### config.mk
export PLATFORM = sky130hd
export DESIGN_NAME = inst_fetch_unit
export DESIGN_NICKNAME = d
export VERILOG_FILES = /design/src/rtl/inst_fetch_unit_pkg.sv /design/src/rtl/inst_fetch_unit_fifo.sv /design/src/rtl/inst_fetch_unit.sv
export SDC_FILE = /design/constraint.sdc
export NUM_CORES = 1
export LEC_CHECK = 0
export ABC_AREA = 0
export BUFFER_PORTS_ARGS = -buffer_cell sky130_fd_sc_hd__clkbuf_2
export CORE_ASPECT_RATIO = 0.5
export CORE_MARGIN = 4
export CORE_UTILIZATION = 49
export DETAILED_ROUTE_END_ITERATION = 6
export GPL_TIMING_DRIVEN = 0
export HOLD_SLACK_MARGIN = 0.12
export PLACE_DENSITY = 0.74
export SLEW_MARGIN = 10
export SYNTH_ARGS = -nofsm -noshare
export SYNTH_HDL_FRONTEND = slang
export SYNTH_SLANG_ARGS = --single-unit
### constraint.sdc
create_clock -name clk -period 6.24 [get_ports clk]
set_input_delay 0.312 -clock clk [delete_from_list [all_inputs] [get_ports clk]]
set_output_delay 0.312 -clock clk [all_outputs]
set_load 0.05 [all_outputs]
### src/rtl/inst_fetch_unit_pkg.sv
// Core-wide fetch definitions: reset vector, NOP encoding, fault causes and the
// fetch buffer entry layout shared by the fetch unit and its buffer.
package inst_fetch_unit_pkg;

  localparam int          INST_W           = 32;
  localparam logic [31:0] RESET_PC_DEFAULT = 32'h0000_0000;
  localparam logic [31:0] NOP_INST         = 32'h0000_0013;

  typedef enum logic [1:0] {
    FAULT_NONE     = 2'd0,
    FAULT_MISALIGN = 2'd1,
    FAULT_RANGE    = 2'd2
  } fault_e;

  typedef enum logic {
    MODE_RUN  = 1'b0,
    MODE_HALT = 1'b1
  } mode_e;

  typedef struct packed {
    logic [31:0]       pc;
    logic [INST_W-1:0] inst;
    fault_e            fault;
  } fetch_entry_t;

  // Misalignment wins over range; last_ok is the highest legal word address.
  function automatic fault_e pc_fault(input logic [31:0] pc, input logic [31:0] last_ok);
    if (pc[1:0] != 2'b00) begin
      return FAULT_MISALIGN;
    end else if (pc > last_ok) begin
      return FAULT_RANGE;
    end else begin
      return FAULT_NONE;
    end
  endfunction

endpackage

### src/rtl/inst_fetch_unit_fifo.sv
// Small elastic fetch buffer: flushable FIFO that accepts a push while full as
// long as the head is popped in the same cycle.
module fetch_fifo #(
  parameter int WIDTH = 66,
  parameter int DEPTH = 2
) (
  input  logic             clk,
  input  logic             reset,
  input  logic             flush,
  input  logic             push,
  input  logic [WIDTH-1:0] push_data,
  input  logic             pop,
  output logic             empty,
  output logic             full,
  output logic [WIDTH-1:0] head_data
);

  localparam int PTR_W = (DEPTH > 1) ? $clog2(DEPTH) : 1;

  logic [WIDTH-1:0] storage [DEPTH];
  logic [PTR_W-1:0] rd_ptr;
  logic [PTR_W-1:0] wr_ptr;
  logic [PTR_W:0]   count;
  logic             do_pop;
  logic             do_push;

  assign empty     = (count == '0);
  assign full      = (count == (PTR_W+1)'(DEPTH));
  assign do_pop    = pop & ~empty;
  assign do_push   = push & (~full | do_pop);
  assign head_data = storage[rd_ptr];

  always_ff @(posedge clk) begin
    if (!reset || flush) begin
      rd_ptr <= '0;
      wr_ptr <= '0;
      count  <= '0;
    end else begin
      if (do_pop) begin
        rd_ptr <= rd_ptr + PTR_W'(1);
      end
      if (do_push) begin
        wr_ptr <= wr_ptr + PTR_W'(1);
      end
      if (do_push && !do_pop) begin
        count <= count + (PTR_W+1)'(1);
      end else if (do_pop && !do_push) begin
        count <= count - (PTR_W+1)'(1);
      end
    end
  end

  // Payload needs no reset: it is only observed through a nonzero count.
  always_ff @(posedge clk) begin
    if (reset && !flush && do_push) begin
      storage[wr_ptr] <= push_data;
    end
  end

endmodule

### src/rtl/inst_fetch_unit.sv
// Instruction fetch front end: owns the PC, fetches one word per cycle from a
// zero-latency instruction memory and hands {pc, inst, fault} to decode.
module inst_fetch_unit
  import inst_fetch_unit_pkg::*;
#(
  parameter logic [31:0] RESET_PC  = RESET_PC_DEFAULT,
  parameter int          MEM_BYTES = 1024,
  parameter int          DEPTH     = 2
) (
  input  logic        clk,
  input  logic        reset,
  output logic [31:0] imem_addr,
  input  logic [31:0] imem_data,
  input  logic        redirect_valid,
  input  logic [31:0] redirect_pc,
  output logic        if_valid,
  input  logic        if_ready,
  output logic [31:0] if_pc,
  output logic [31:0] if_inst,
  output logic [1:0]  if_fault
);

  localparam logic [31:0] LAST_OK_PC = 32'(MEM_BYTES - 4);

  logic [31:0]  pc_q;
  logic [31:0]  pc_d;
  mode_e        mode_q;
  mode_e        mode_d;
  fault_e       cur_fault;
  logic         pop;
  logic         fifo_push;
  logic         fifo_pop;
  logic         fifo_empty;
  logic         fifo_full;
  fetch_entry_t push_entry;
  fetch_entry_t head_entry;
  logic [$bits(fetch_entry_t)-1:0] head_bits;

  assign imem_addr = pc_q;
  assign cur_fault = pc_fault(pc_q, LAST_OK_PC);
  assign pop       = if_valid & if_ready;
  assign fifo_pop  = pop & ~redirect_valid;

  always_ff @(posedge clk) begin
    if (!reset) begin
      pc_q   <= RESET_PC;
      mode_q <= MODE_RUN;
    end else begin
      pc_q   <= pc_d;
      mode_q <= mode_d;
    end
  end

  // A faulting fetch still occupies a slot (carrying a NOP) so decode sees the cause.
  always_comb begin
    pc_d       = pc_q;
    mode_d     = mode_q;
    fifo_push  = 1'b0;
    push_entry = '{pc: pc_q, inst: imem_data, fault: cur_fault};
    if (redirect_valid) begin
      pc_d   = redirect_pc;
      mode_d = MODE_RUN;
    end else begin
      case (mode_q)
        MODE_RUN: begin
          if (!fifo_full || pop) begin
            fifo_push = 1'b1;
            if (cur_fault == FAULT_NONE) begin
              pc_d = pc_q + 32'd4;
            end else begin
              push_entry.inst = NOP_INST;
              mode_d          = MODE_HALT;
            end
          end
        end
        MODE_HALT: begin
          mode_d = MODE_HALT;
        end
        default: begin
          mode_d = MODE_RUN;
        end
      endcase
    end
  end

  fetch_fifo #(
    .WIDTH($bits(fetch_entry_t)),
    .DEPTH(DEPTH)
  ) u_fifo (
    .clk      (clk),
    .reset    (reset),
    .flush    (redirect_valid),
    .push     (fifo_push),
    .push_data(push_entry),
    .pop      (fifo_pop),
    .empty    (fifo_empty),
    .full     (fifo_full),
    .head_data(head_bits)
  );

  assign head_entry = head_bits;
  assign if_valid   = ~fifo_empty;
  assign if_pc      = if_valid ? head_entry.pc    : 32'd0;
  assign if_inst    = if_valid ? head_entry.inst  : 32'd0;
  assign if_fault   = if_valid ? head_entry.fault : 2'd0;

endmodule

==> results of run 1 <==
## tightest hold or removal path, stage by stage
cell and delay (ns):
clkbuf_2 0.07, mux2i_1 0.06, nor2b_1 0.09
## stage by stage
| step | TNS, ns | hold slack (ns) | utilization (%) | area, um^2 |
|---|---|---|---|---|
| floorplan | 0 | 0.4411 | - | 7164 |
| global placement | -334.53 | 0.4535 | 59.10 | 8230 |
| detailed placement | 0 | 0.4664 | 60.25 | 8391 |
| CTS | 0 | 0.1436 | 64.74 | 9015 |
| global route | 0 | 0.1439 | 64.74 | 9015 |
| finish | 0 | 0.1578 | 64.74 | 9015 |
## kinds of logic (layout without fill, tap and decap cells)
group | count (synthesis) | in the layout | share of synthesized area [%]
flops | 170 | 170 | 65.94
compound gates | 23 | 23 | 1.712
simple gates | 167 | 167 | 13.15
fa+ha+maj | 2 | 2 | 0.3492
xor+xnor | 9 | 9 | 1.100
buf+inv | 63 | 274 | 5.169
mux | 90 | 90 | 12.57
## layout make-up
type                    instances  area, um^2  area share, %
well taps                     192       240.2          2.665
inverters                       6       22.52         0.2498
multi-input cells             291        2079          23.07
flip-flops and latches        170        4725          52.41
repair buffers                179       975.9          10.83
clock buffers                  19       432.9          4.802
clock inverters                13       191.4          2.124
plain buffers                  57       347.8          3.858
## registers in the layout (all words and copies together), names as in the netlist, named ones only
signal,cells
u_fifo.rd_ptr,1
u_fifo.wr_ptr,1
imem_addr,32
u_fifo.count,2
u_fifo.storage,132
mode_q,1
## power by group through the flow
stage / sequential (mW) / combinational, mW / clock, mW
6_report: 1.30 / 0.394 / 1.11
5_1_grt: 1.31 / 0.422 / 1.18
4_1_cts: 1.30 / 0.399 / 1.13
3_5_place_dp: 1.33 / 0.398 / 0
3_3_place_gp: 1.33 / 0.383 / 0
2_1_floorplan: 1.32 / 0.289 / 0
## layer usage
layer	up-vias	track usage (%)	part of all wire, %
met2	107	32.56	51
met5	-	0	0
met1	2230	23.61	43
li1	2226	-	-
met4	0	6.254	0.99
met3	10	4.281	5.3
## path summary, 6_finish.rpt
path,start,to,slack (ns),cells past startpoint
worst max-delay path,u_fifo.count[0]$_SDFFE_PP0P_,if_inst[26],3.49,5
worst max register to register,u_fifo.count[0]$_SDFFE_PP0P_,u_fifo.storage[1][30]$_DFFE_PP_,3.53,8
worst min register to register,mode_q$_SDFF_PP0_,mode_q$_SDFF_PP0_,0.49,2
worst min-delay path,redirect_pc[11],imem_addr[11]$_SDFFE_PN0P_,0.16,3
## cells in the final DEF (no fill, tap or decap), types with 2 or more instances in the layout
| master | instances |
|---|---|
| nand3_1 | 3 |
| mux2i_1 | 90 |
| nor3_2 | 3 |
| o21ai_0 | 10 |
| nor4_1 | 4 |
| xor2_1 | 3 |
| nor4_4 | 5 |
| and2_1 | 29 |
| clkbuf_1 | 16 |
| nand2_1 | 5 |
| clkbuf_16 | 17 |
| clkbuf_2 | 167 |
| buf_2 | 9 |
| nand2b_1 | 4 |
| nor2_1 | 78 |
| buf_4 | 35 |
| nor2b_1 | 23 |
| clkinvlp_4 | 3 |
| ha_1 | 2 |
| xnor2_1 | 6 |
| a31oi_1 | 2 |
| bufinv_16 | 4 |
| inv_1 | 5 |
| dfxtp_1 | 38 |
| a21oi_1 | 9 |
| inv_6 | 4 |
| buf_6 | 10 |
| nand4_1 | 2 |
| edfxtp_1 | 132 |
==> impl_metrics.tcl, run 1 <==
set metrics [dict create \
    crit_buf_inv 3 \
    grt.overflow.total 0 \
    place_inst 895 \
    period_share_pct 44.06 \
    synth_top_cell_by_area "edfxtp_1" \
    setup_viol 0 \
    die-width_um 179.0 \
    drive_gt1_share_pct 36.19 \
    p_per_area_mw_per_mm2 311.4 \
    ctsResizeCount 0 \
    ys_top_cells_by_area "edfxtp_1 (55%), mux2i_1 (13%), dfxtp_1 (11%)" \
    synth_area_mm2 0.007164 \
    end_kind "primary output" \
    p_int_mw 2.068 \
    hold_violations 0 \
    worst_skew_pair.late_latency_ns 0.41 \
    swShare_pct 26.32 \
    ir_drop_mv 0.1890 \
    crit_path_start_kind "flop" \
    cp_data_required_time_ns 5.93 \
    slew_violations 0 \
    synth_cell_types 38 \
    synth_cells 524 \
    fin_total_pwr_mw 2.807 \
    crit_arrival_ns 2.44 \
    async_reset_ff_share_pct 0 \
    cp_max_fo 10 \
    slowest_delay_ns 0.56 \
    n_fill_cell 1107 \
    fmax_mhz 363.7 \
    worstPathCellList "nor2_1 -> clkbuf_1 -> clkbuf_1 -> nor2_1 -> clkbuf_2" \
    synth_edf_count 132 \
    place.gp.congestion 0.7820 \
    outcome "complete, no violations" \
    grt_pass1_wl_um 24300 \
    tightest_slew_ns 0.8827 \
    seqPwrFrac_pct 46.4 \
    final.setup.worst_slack_ns 3.490 \
    post_cts_buffers 0 \
    clk_path_buf_depth 2 \
    maxCapViolCount 0 \
    ys_seq_area_share_pct 65.94 \
    ys_ff_latch 170 \
    cts_tree "built" \
    rsz0062_at_grt "no" \
    grt_pass1_vias 4736 \
    hp-class "primary input to flop" \
    vias 4573 \
    synth_warnings 0 \
    grt_use_total_pct 18.85 \
    critPathTopFamily "buffers and inverters" \
    criticalPathCategory "flop to primary output" \
    dp_slack_ns 3.380 \
    h-tree-depth 4 \
    drt.antenna.violating_nets 0 \
    diodes 0 \
    yosys.cell_count.top_type "edfxtp_1" \
    cts_hold_buf 0 \
    post-dp-hpwl_um 10890 \
    core_area_mm2 0.01393 \
    dieHeight_um 93.50 \
    leakage_nw 3.537 \
    p_switching_uw 738.8 \
    antenna_found_initial 0 \
    syn_to_final_growth_pct 25.83 \
    cts.clk_slew.worst_paths_ns 0.07 \
    via_per_inst 4.933 \
    syn_nets 594 \
    slowest_stage "clkbuf_1" \
    fin_cells 927 \
    pwr-share-comb_pct 14.0 \
    drt_iter0_drc 238 \
    synth_top_area_share_pct 55.33 \
    drcViolationCount 0 \
    finalCriticalPeriod_ns 2.750 \
    dieArea_mm2 0.01674 \
    wl_per_cell_um 16.43 \
    start_util_pct 51.45 \
    synth_commonest_cells "edfxtp_1 (132), mux2i_1 (90), nor2_1 (78)" \
    grt_max_degree 17 \
    cts_root_buf "clkbuf_16" \
    dr.pass1.iters 5 \
    std_cell_rows 30 \
    io_buffers 165 \
    synth_ff_type "edfxtp_1" \
    relSlewSlack_pct 41.15 \
    ioPinCount 167 \
    synth_area_per_cell_um2 13.67 \
    p_clk_share_pct 39.6 \
    cts-buffers-inserted 17 \
    cts.sinks 170 \
    clock_skew_ns 0.01199 \
    routed_wl_um 15240 \
    fin_nets 792 \
]
No activity file was read; power rests on OpenSTA's default activity.
==> run 2: changes to the inputs <==
- CORE_UTILIZATION: 49 -> 54
- PLACE_DENSITY: 0.74 -> 0.77
- clock period: 6.24 -> 2.82 ns (I/O delays scaled with it)
==> impl_metrics.tcl, run 2 (synthesis results as in run 1) <==
set metrics [dict create \
    outcome "complete, no violations" \
    worstPathCellList "nor2_1 -> clkbuf_1 -> clkbuf_1 -> nor2_1 -> clkbuf_2" \
    grt_use_total_pct 21.77 \
    ir_drop_mv 0.3300 \
    hold_path.startpoint "if_ready" \
    final_common_cell "clkbuf_2" \
    place_area_mm2 0.008373 \
    p_per_area_mw_per_mm2 648.0 \
    ioPinCount 167 \
    post_cts_buffers 0 \
    whs_ns 0.1385 \
    grt.overflow.total 0 \
    largest_reg_flops 132 \
    final_cell_mix "clkbuf_2 (167), edfxtp_1 (132), mux2i_1 (90)" \
    finalInstanceArea_mm2 0.009653 \
    drt.antenna.violating_nets 0 \
    via_per_inst 5.028 \
    cp_max_fo 10 \
    crit_path_start_kind "flop" \
    top_register "u_fifo.storage" \
    fin_nets 852 \
    dieHeight_um 89.45 \
    grt_max_degree 18 \
    criticalPathCategory "flop to primary output" \
    antenna_found_initial 1 \
    fin_total_pwr_mw 6.256 \
    final.setup.worst_slack_ns 0.2803 \
    core_area_mm2 0.01281 \
    setup_tns_ns 0 \
    start_util_pct 55.93 \
    vias 4857 \
    clock_skew_ns 0.01157 \
    std_cell_rows 29 \
    drt_iter0_drc 230 \
    dr.pass1.iters 4 \
    hold_violations 0 \
    cts.sinks 170 \
    r2r_cells 6 \
    routed_wl_um 16240 \
    worst_skew_pair.late_latency_ns 0.42 \
    dp_slack_ns 0.5267 \
    place_inst 868 \
    cp_data_required_time_ns 2.68 \
    clk_path_buf_depth 2 \
    ff2ff_setup_slack_ns 0.50 \
    grt_pass1_vias 4986 \
    finalCriticalPeriod_ns 2.540 \
    whs_path_depth 4 \
    end_kind "primary output" \
    wl_per_cell_um 16.81 \
    drcViolationCount 0 \
    r2r_start "u_fifo.count[0]$_SDFFE_PP0P_" \
    rsz0062_at_grt "no" \
    crit_arrival_ns 2.40 \
    r2r-end "u_fifo.count[1]$_SDFFE_PP0P_" \
    fmax_mhz 393.8 \
    leakage_nw 3.804 \
    drive_gt1_share_pct 33.08 \
    place.gp.congestion 0.8339 \
    cts.clk_slew.worst_paths_ns 0.07 \
    relSlewSlack_pct 44.42 \
    grt_pass1_wl_um 25390 \
    post-dp-hpwl_um 10630 \
    syn_to_final_growth_pct 34.74 \
    cts_tree "built" \
    cts-buffers-inserted 17 \
    slew_violations 0 \
    h-tree-depth 4 \
    slowest_delay_ns 0.56 \
    maxCapViolCount 0 \
    dieArea_mm2 0.01529 \
    tightest_slew_ns 0.8338 \
    slowest_stage "clkbuf_1" \
    period_share_pct 90.06 \
    io_buffers 165 \
    setup_viol 0 \
    cts_root_buf "clkbuf_16" \
    fin_cells 966 \
    post-route-util_pct 75.36 \
    hp-class "primary input to flop" \
    die-width_um 170.9 \
]
-- run 2: worst max-delay path, delay by kind of cell, from the launching register on --
family	cells	cell delay (ns)
buffers and inverters	3	1.26
and+or+nand+nor	2	0.36
DFF	1	0.35
-- run 2: layout make-up --
type,instances,area (um^2)
diodes,1,2.502
plain buffers,57,347.8
clock buffers,19,475.5
clock inverters,13,151.4
fillers,810,3156
inverters,6,22.52
multi-input cells,291,2092
flip-flops and latches,170,4725
well taps,170,212.7
repair buffers,239,1624
-- run 2: report_power, final --
part           internal, mW  leakage, nW  total (mW)  switching (mW)
Sequential             2.81         1.53        2.88          0.0703
Clock                  1.43        0.305        2.42           0.985
Combinational         0.327         1.97       0.953           0.626
Total                  4.57         3.80        6.26            1.68
-- run 2: worst max path at each step --
| stage | start | end | slack (ns) | cells past startpoint |
|---|---|---|---|---|
| floorplan | u_fifo.count[0]$_SDFFE_PP0P_ | u_fifo.storage[0][0]$_DFFE_PP_ | -0.94 | 3 |
| global placement | u_fifo.count[0]$_SDFFE_PP0P_ | u_fifo.storage[1][26]$_DFFE_PP_ | -2.53 | 3 |
| detailed placement | u_fifo.count[0]$_SDFFE_PP0P_ | u_fifo.count[1]$_SDFFE_PP0P_ | 0.53 | 6 |
| CTS | u_fifo.count[0]$_SDFFE_PP0P_ | if_inst[15] | 0.26 | 5 |
| global route | u_fifo.count[0]$_SDFFE_PP0P_ | if_inst[15] | 0.11 | 5 |
| finish | u_fifo.count[0]$_SDFFE_PP0P_ | if_inst[18] | 0.28 | 5 |
-- run 2: what timing repair did --
action / in CTS / in global routing
setup endpoints to repair: 0 / 0
gates resized for setup: 0 / 0
hold endpoints to repair: 96 / 0
hold buffers: 65 / 0
-- run 2: metal layers --
metal	track usage [%]	up-vias	wire length, um
met3	4.373	12	848
met4	8.339	0	144
met5	0	-	0
met2	39.40	134	8473
met1	26.36	2351	6771
li1	-	2360	-
==> run 3: changes to the inputs <==
- CORE_UTILIZATION: 54 -> 58
- PLACE_DENSITY: 0.77 -> 0.82
- clock period: 2.82 -> 3.29 ns (I/O delays scaled with it)
==> impl_metrics.tcl, run 3 (synthesis results as in run 1) <==
set metrics [dict create \
    syn_to_final_growth_pct 32.96 \
    fin_nets 851 \
    antenna_found_initial 0 \
    routed_wl_um 16610 \
    worst_skew_pair.late_latency_ns 0.41 \
    hp-class "primary input to flop" \
    post-route-util_pct 79.73 \
    leakage_nw 3.751 \
    top_register "u_fifo.storage" \
    die-width_um 165.2 \
    crit_path_start_kind "flop" \
    diodes 0 \
    clk_path_buf_depth 2 \
    grt_use_total_pct 23.59 \
    std_cell_rows 28 \
    tightest_slew_ns 0.9128 \
    slowest_delay_ns 0.81 \
    cts_tree "built" \
    cts.sinks 170 \
    cp_data_required_time_ns 3.40 \
    post_cts_buffers 0 \
    place_area_mm2 0.008332 \
    critPathTopFamily "simple AND/OR/NAND/NOR gates" \
    largest_reg_flops 132 \
    relSlewSlack_pct 38.95 \
    ir_drop_mv 0.4254 \
    grt_pass1_wl_um 25810 \
    cts.clk_slew.worst_paths_ns 0.07 \
    worstPathCellList "or3b_2 -> nand2b_1 -> nor3_4 -> buf_8 -> buf_6 -> buf_8" \
    drive_gt1_share_pct 32.87 \
    post-dp-hpwl_um 10340 \
    n_fill_cell 706 \
    hold_path.startpoint "redirect_valid" \
    dr.pass1.iters 5 \
    fin_cells 959 \
    dieHeight_um 86.59 \
    cts_hold_buf 65 \
    io_buffers 165 \
    setup_viol 0 \
    slowest_stage "nor3_4" \
    cp_max_fo 17 \
    grt_max_degree 18 \
    criticalPathCategory "flop to flop" \
    grt_pass1_vias 5097 \
    crit_buf_inv 3 \
    rsz0062_at_grt "no" \
    p_per_area_mw_per_mm2 537.6 \
    vias 4966 \
    clock_skew_ns 0.01122 \
    hold_violations 0 \
    final_common_cell "clkbuf_2" \
    period_share_pct 77.84 \
    outcome "complete, no violations" \
    start_util_pct 59.97 \
    cts-buffers-inserted 17 \
    cts_root_buf "clkbuf_16" \
    slew_violations 0 \
    h-tree-depth 4 \
    maxCapViolCount 0 \
    final_cell_mix "clkbuf_2 (167), edfxtp_1 (132), mux2i_1 (90)" \
    drcViolationCount 0 \
    r2r_start "u_fifo.count[0]$_SDFFE_PP0P_" \
    ctsResizeCount 0 \
    wl_per_cell_um 17.32 \
    crit_arrival_ns 2.67 \
    core_area_mm2 0.01195 \
    whs_ns 0.1827 \
    crit_start "u_fifo.count[0]$_SDFFE_PP0P_" \
    finalCriticalPeriod_ns 2.561 \
    crit_top_cell "buf_8" \
    dieArea_mm2 0.01430 \
    fmax_mhz 390.5 \
    ioPinCount 167 \
    place.gp.congestion 0.8582 \
    grt.overflow.total 0 \
    drt.antenna.violating_nets 0 \
    drt_iter0_drc 372 \
    finalInstanceArea_mm2 0.009525 \
    place_inst 862 \
    via_per_inst 5.178 \
    end_kind "flop" \
]
-- run 3: cell types whose count changed in the layout (fill, tap and decap cells not counted), sizes merged --
cell    delta
diode      -1
clkbuf     -2
bufinv     -2
buf        -1
clkinv     +4
-- run 3: cell type report --
cell class	count	area, um^2	area share, %
flip-flops and latches	170	4725	49.60
multi-input cells	291	2092	21.96
repair buffers	238	1589	16.68
clock buffers	17	425.4	4.466
plain buffers	57	347.8	3.652
well taps	165	206.4	2.167
clock inverters	15	117.6	1.235
inverters	6	22.52	0.2364
-- run 3: routing by layer --
metal	GRT usage [%]	vias up	part of all wire, %
li1	-	2353	-
met1	29.30	2395	40
met2	42.75	193	52
met3	4.466	25	6.4
met4	6.415	0	1.3
met5	0	-	0
-- run 3: path summary, 6_finish.rpt --
| kind | end | slack [ns] | cells after the start |
|---|---|---|---|
| setup reg to reg | u_fifo.storage[0][26]$_DFFE_PP_ | 0.73 | 6 |
| hold reg to reg | mode_q$_SDFF_PP0_ | 0.50 | 2 |
| hold / removal | imem_addr[12]$_SDFFE_PN0P_ | 0.18 | 3 |
| setup / recovery | u_fifo.storage[0][26]$_DFFE_PP_ | 0.73 | 6 |
-- run 3: where the power goes --
| part | switching [mW] | total [mW] | internal (mW) |
|---|---|---|---|
| clock network | 0.849 | 1.83 | 0.983 |
| registers | 0.0608 | 2.47 | 2.41 |
| logic | 0.539 | 0.817 | 0.278 |
| total | 1.45 | 5.12 | 3.67 |
-- run 3: metrics by stage --
step	worst slack, ns	power, mW	setup TNS [ns]
after floorplan	-0.4710	3.052	-62.17
after global placement	-1.898	3.236	-249.89
after detailed placement	0.7223	3.262	0
after CTS	0.6929	5.126	0
after global routing	0.5109	5.302	0
final	0.7291	5.121	0
-- run 3: worst reg2reg max path, stage by stage (launching register included) --
cell and delay (ns):
dfxtp_1 0.40, or3b_2 0.18, nand2b_1 0.23, nor3_4 0.81
buf_8 0.26, buf_6 0.19, buf_8 0.18
